## src/rtl/mdu_pkg.sv

```systemverilog
// Shared definitions for the multiply/divide unit: op encodings, latencies, FSM state.
package mdu_pkg;

  localparam logic [2:0] OP_MULT  = 3'd0;
  localparam logic [2:0] OP_MULTU = 3'd1;
  localparam logic [2:0] OP_DIV   = 3'd2;
  localparam logic [2:0] OP_DIVU  = 3'd3;
  localparam logic [2:0] OP_MTHI  = 3'd4;
  localparam logic [2:0] OP_MTLO  = 3'd5;
  localparam logic [2:0] OP_MFHI  = 3'd6;
  localparam logic [2:0] OP_MFLO  = 3'd7;

  localparam logic [3:0] MUL_LAT = 4'd5;
  localparam logic [3:0] DIV_LAT = 4'd10;

  typedef enum logic {
    ST_IDLE = 1'b0,
    ST_BUSY = 1'b1
  } state_e;

  function automatic logic is_mult(input logic [2:0] op);
    return (op == OP_MULT) || (op == OP_MULTU);
  endfunction

  function automatic logic is_div(input logic [2:0] op);
    return (op == OP_DIV) || (op == OP_DIVU);
  endfunction

endpackage

```

## src/rtl/mdu_arith.sv

```systemverilog
// Combinational MDU datapath: 32x32 multiply and (with MDU_DIV_EN) a shared signed/unsigned divider.
module mdu_arith
  import mdu_pkg::*;
(
  input  logic [2:0]  op,
  input  logic [31:0] a,
  input  logic [31:0] b,
  output logic [31:0] hi_n,
  output logic [31:0] lo_n,
  output logic        div0
);

  logic        sgn;
  logic [63:0] ax;
  logic [63:0] bx;
  logic [63:0] prod;

  // Sign- or zero-extending to 64 bits lets one truncated multiplier serve MULT and MULTU.
  always_comb begin
    sgn  = (op == OP_MULT) || (op == OP_DIV);
    ax   = sgn ? {{32{a[31]}}, a} : {32'd0, a};
    bx   = sgn ? {{32{b[31]}}, b} : {32'd0, b};
    prod = ax * bx;
  end

`ifdef MDU_DIV_EN
  logic        a_neg;
  logic        b_neg;
  logic [31:0] ua;
  logic [31:0] ub;
  logic [31:0] q;
  logic [31:0] r;

  // Magnitude divide, then fix signs; 0x80000000 / -1 falls out as 0x80000000 rem 0.
  always_comb begin
    div0  = (b == 32'd0);
    a_neg = sgn & a[31];
    b_neg = sgn & b[31];
    ua    = a_neg ? (32'd0 - a) : a;
    ub    = div0 ? 32'd1 : (b_neg ? (32'd0 - b) : b);
    q     = ua / ub;
    r     = ua % ub;
    if (is_div(op)) begin
      lo_n = (a_neg ^ b_neg) ? (32'd0 - q) : q;
      hi_n = a_neg ? (32'd0 - r) : r;
    end else begin
      hi_n = prod[63:32];
      lo_n = prod[31:0];
    end
  end
`else
  always_comb begin
    div0 = 1'b0;
    hi_n = prod[63:32];
    lo_n = prod[31:0];
  end
`endif

endmodule

```

## src/rtl/mdu_ctrl.sv

```systemverilog
// MDU controller: issue FSM, latency down-counter and HI/LO registers.
// Divide support is built only when MDU_DIV_EN is defined; otherwise DIV/DIVU are no-ops.
//
// state   | meaning
// ST_IDLE | accepts start; MTHI/MTLO write immediately, MULT/DIV latch operands
// ST_BUSY | counting down; HI/LO written on the 1->0 count edge
module mdu_ctrl
  import mdu_pkg::*;
(
  input  logic        clk,
  input  logic        reset,
  input  logic        start,
  input  logic [2:0]  mdu_op,
  input  logic [31:0] src_a,
  input  logic [31:0] src_b,
  input  logic        d_mdu_use,
  output logic        stall,
  output logic        busy,
  output logic [31:0] hi,
  output logic [31:0] lo,
  output logic [31:0] rd_data
);

  state_e      state;
  logic [3:0]  cnt;
  logic [2:0]  op_q;
  logic [31:0] a_q;
  logic [31:0] b_q;
  logic [31:0] hi_n;
  logic [31:0] lo_n;
  logic        div0;
  logic        div_launch;
  logic        long_op;

`ifdef MDU_DIV_EN
  assign div_launch = is_div(mdu_op);
`else
  assign div_launch = 1'b0;
`endif

  assign long_op = is_mult(mdu_op) | div_launch;

  // Gated by reset so stall drops the instant reset asserts, even with start held.
  assign stall = d_mdu_use & (busy | (start & long_op & reset));

  always_comb begin
    rd_data = 32'd0;
    if (mdu_op == OP_MFHI)      rd_data = hi;
    else if (mdu_op == OP_MFLO) rd_data = lo;
  end

  mdu_arith u_arith (
    .op   (op_q),
    .a    (a_q),
    .b    (b_q),
    .hi_n (hi_n),
    .lo_n (lo_n),
    .div0 (div0)
  );

  always_ff @(posedge clk or negedge reset) begin
    if (!reset) begin
      state <= ST_IDLE;
      cnt   <= 4'd0;
      busy  <= 1'b0;
      op_q  <= OP_MULT;
      a_q   <= 32'd0;
      b_q   <= 32'd0;
      hi    <= 32'd0;
      lo    <= 32'd0;
    end else begin
      case (state)
        ST_IDLE: begin
          if (start) begin
            if (long_op) begin
              op_q  <= mdu_op;
              a_q   <= src_a;
              b_q   <= src_b;
              cnt   <= is_mult(mdu_op) ? MUL_LAT : DIV_LAT;
              busy  <= 1'b1;
              state <= ST_BUSY;
            end else if (mdu_op == OP_MTHI) begin
              hi <= src_a;
            end else if (mdu_op == OP_MTLO) begin
              lo <= src_a;
            end
          end
        end
        ST_BUSY: begin
          cnt <= cnt - 4'd1;
          if (cnt == 4'd1) begin
            state <= ST_IDLE;
            busy  <= 1'b0;
            if (!div0) begin
              hi <= hi_n;
              lo <= lo_n;
            end
          end
        end
        default: begin
          state <= ST_IDLE;
          busy  <= 1'b0;
        end
      endcase
    end
  end

endmodule

```

## config.mk

```make
export PLATFORM = sky130hd
export DESIGN_NAME = mdu_ctrl
export DESIGN_NICKNAME = d
export VERILOG_FILES = /design/src/rtl/mdu_pkg.sv /design/src/rtl/mdu_arith.sv /design/src/rtl/mdu_ctrl.sv
export SDC_FILE = /design/constraint.sdc
export NUM_CORES = 2
export LEC_CHECK = 0
export ABC_AREA = 1
export BUFFER_PORTS_ARGS = -buffer_cell sky130_fd_sc_hd__buf_2
export CORE_AREA = 2 2 435 437
export DETAILED_ROUTE_END_ITERATION = 16
export DIE_AREA = 0 0 437 439
export MAX_ROUTING_LAYER = met4
export PLACE_DENSITY = 0.51
export SLEW_MARGIN = 20
export SYNTH_ARGS = -nofsm -noshare
export SYNTH_HDL_FRONTEND = slang
export SYNTH_SLANG_ARGS = --single-unit
```

## constraint.sdc

```tcl
create_clock -name clk -period 12.1 [get_ports clk]
set_input_delay 2.42 -clock clk [delete_from_list [all_inputs] [get_ports clk]]
set_output_delay 2.42 -clock clk [all_outputs]
set_load 0.01 [all_outputs]
```

==> summary by stage <==
Synthesis
Synthesis produced between 6000 and 7000 cells. The combinational family with the most area after synthesis is adder cells. Of the total synthesized cell area, the portion taken by XOR and XNOR cells is 0.00549. The adder and majority gate portion of the synthesized area is 0.579. Of the synthesized area, sequential elements account for 0.0610. The share of cell area taken by muxes after synthesis is 0. The number of nets handed over by synthesis was 8663. The netlist area before placement is approximately 56000 um^2.

The area share of the largest cell type after synthesis is 0.510. The mean instance size in the synthesized netlist is 8.13 um^2. The fraction of the mapped netlist area in simple logic gates is 0.138. Ranked by total cell area, the synthesized netlist is headed by fa_1, inv_1, nand2_1, ha_1, dfrtp_1. During synthesis, Yosys emitted a total of 0 warnings. The complex-gate fraction of the synthesized area is 0.0400. In this run, distinct cell masters in the synthesized netlist total 45. Counting flops and latches in the post-synthesis netlist gives 136. The largest area contributor in the netlist is fa_1.

Worst setup path
The arrival time at the worst endpoint is ~11000 ps. For this design, the slowest cell found on the critical path is fa_1. The required time reported for the critical path endpoint is between 10000 and 15000 ps. In this design, the critical path's most frequently occurring cell is fa_1. In this run the critical register-to-register path is captured at hi[13].

STA classifies the critical path startpoint as a flop. By startpoint and endpoint, the worst setup path is classified as flop to flop. The capturing element type of the critical path is a flop. Across all register-to-register paths, the minimum setup slack is around 1300 ps. The depth of the worst register-to-register path is 29. The largest fanout on the critical path is 13. The source of the worst register-to-register timing path is op_q[0]. On the worst path, the slowest cell contributes a delay of ~910 ps.

Clock tree
The number of setup buffers added after CTS is 0. The clock tree from TritonCTS is built. The insertion delay of the later-clocked pin in the worst-skew pair is 550 ps. The buffer depth of the longest clock path is 2. For this design, the sink count on the clock tree is 136. Once the clock tree was built, the resizer swapped 0 gates to a different size.

Buffers inserted during clock tree synthesis total 17. The buffer type at the clock tree root is clkbuf_16. The number of hold buffers added after cts is 0. The H-tree was split into 4 levels.

After clock tree synthesis, the clock-pin slew on the worst setup and hold paths is around 100 ps.

Global routing
After global routing the overflow that remains totals 0. The number of antenna violations at the first check in global routing was 12. The via count of the first global-routing pass is 47000. The largest net degree at the start of global routing is 100.

The first-pass GRT wire length is between 300000 and 400000 um. The global-route total usage across every layer is 0.221.

Detailed routing
Before antenna repair, the detailed router went through 6 iterations. Dividing the detail-routed via count by the number of cells gives approximately 4.6. Once detail routing completed, the nets flagged for antenna violations numbered 0. The detailed router finished its first iteration with around 3200 violations. The final layout contains routed wiring with a total length of around 200000 um.

The detail-routed net length per standard cell is between 20 and 25 um. After detailed routing, the number of remaining DRC violations is 0. The detailed-route via count is roughly 43000.

STA
The number of hold-slack violations in the final timing report is 0. The worst slew margin relative to its limit is 0.245. Adding up every negative setup slack in the final design gives 0 ps. The number of slew-limit violations in the final report is 0.

The highest attainable clock frequency is 92.8 MHz. Setup repair after global routing left no endpoint under its margin. The setup violation total in the final timing report is 0. The period utilization is 0.891.

At the pin with the least slew margin, the transition time is between 1000 and 1500 ps. On the final layout, the worst clock skew is around 27 ps. The clock period minus final worst setup slack is between 10000 and 15000 ps.

Worst hold path
The worst min-delay path category is flop to flop. The path with the worst hold slack has its endpoint at a_q[29]. The worst hold path begins at a_q[29].

The cell depth of the worst min-delay path is 2.

Placed design
The count of buffers added on input and output ports is between 150 and 200. The final RePlAce weighted congestion is around 1. The wire-length estimate of the detail-placed layout is between 150000 and 200000 um.

Run
Across the run, the number of max-cap violations was 0.

Die
The number of standard-cell rows in the floorplan is 159. The number of primary I/O pins is roughly 170. The width of the chip is 437 um. The area inside the core boundary is roughly 190000 um^2. Measured along the y axis, the die boundary spans about 440 um.

The initial utilization of the core area, before any placement, comes to 0.298. The die covers approximately 190000 um^2.

Run status
The run finished with clean final reports.

Cells and area
Of the cells placed in the final design, the portion with a size suffix greater than 1 is 0.0550. The most common cell after layout, fill and taps aside is inv_1. In the final design database the tool counted 8663 nets.

The top cell types in the final layout, fill and taps aside, are inv_1, nand2_1, fa_1, ha_1, nor2_1. Compared with the post-synthesis result, the final layout area differs by 7.83%.
[how the worst max path moves through the flow]
stage	startpoint	endpoint	slack, ps	depth (start not counted)
6_report	op_q[0]	hi[13]	1320	29
5_1_grt	op_q[0]	hi[28]	860	29
4_1_cts	op_q[0]	hi[13]	1380	29
3_5_place_dp	op_q[0]	hi[13]	1420	29
3_3_place_gp	op_q[0]	hi[13]	1330	29
2_1_floorplan	op_q[2]	hi[31]	3260	36
[cells in the mapped netlist, drive strengths merged]
library cell,count
o22ai,34
o211ai,2
a211oi,1
o2111ai,2
nor4,2
a21oi,113
nor2,269
nand2,1537
a21o,9
or2,23
a22oi,38
o21a,5
ha,306
a221oi,4
inv,2312
xnor2,14
a2bb2oi,1
xor2,21
nand3,104
o21ai,131
nor3,11
clkbuf,282
a21boi,13
buf,21
dfrtp,136
a31oi,9
o21bai,16
nand4,14
and3,1
nand3b,9
fa,1423
[area by class of cell]
type,instances,area (um^2)
tap,2495,3120
multi-input combinational,4112,42600
inverter,2312,8680
timing repair buffer,284,1760
clock buffer,20,467
antenna,7,17.5
clock inverter,12,139
sequential,136,3410
fill,20200,127000
[critical path, delay by kind of cell, from the launching register on]
| kind | cells | cell delay [ps] |
|---|---|---|
| AO/OA/AOI/OAI | 6 | 1940 |
| adder cells (fa/ha/maj) | 11 | 6040 |
| buffers and inverters | 8 | 1640 |
| flip-flops | 1 | 400 |
| AND/OR/NAND/NOR | 4 | 560 |
[registers in the layout, indices dropped and copies added (netlist names)]
name	flops
lo	32
cnt	4
op_q	2
busy	1
b_q	32
a_q	32
state	1
hi	32
[kinds of logic (layout without fill, tap and decap cells)]
group	Yosys count	after routing
AO/OA/AOI/OAI	378	378
XOR/XNOR	35	35
adder cells (fa/ha/maj)	1729	1729
buffers and inverters	2615	2628
flip-flops	136	136
other	0	7
AND/OR/NAND/NOR	1970	1970
[metal layers]
layer / GRT usage / up-vias / wire length (um)
met3: 0.0244 / 201 / 10500
met1: 0.307 / 22400 / 91300
met5: - / - / 0
met2: 0.346 / 1332 / 92200
met4: 0.0551 / 0 / 5300
li1: - / 19000 / -
[metrics by stage]
| step | hold WS, ps | instance area (um^2) | util | instances | setup WS [ps] |
|---|---|---|---|---|---|
| finish | 491 | 60200 | 0.322 | 9378 | 1320 |
| global route | 532 | 60200 | 0.322 | 9378 | 862 |
| CTS | 496 | 60200 | 0.322 | 9371 | 1380 |
| detailed placement | 474 | 59500 | 0.318 | 9339 | 1420 |
| global placement | 467 | 59500 | 0.318 | 9337 | 1330 |
| floorplan | 452 | 55800 | - | 6863 | 3260 |
Power is not shown: default switching activity piles up to over one toggle a cycle in this logic, so the estimate is an artifact.
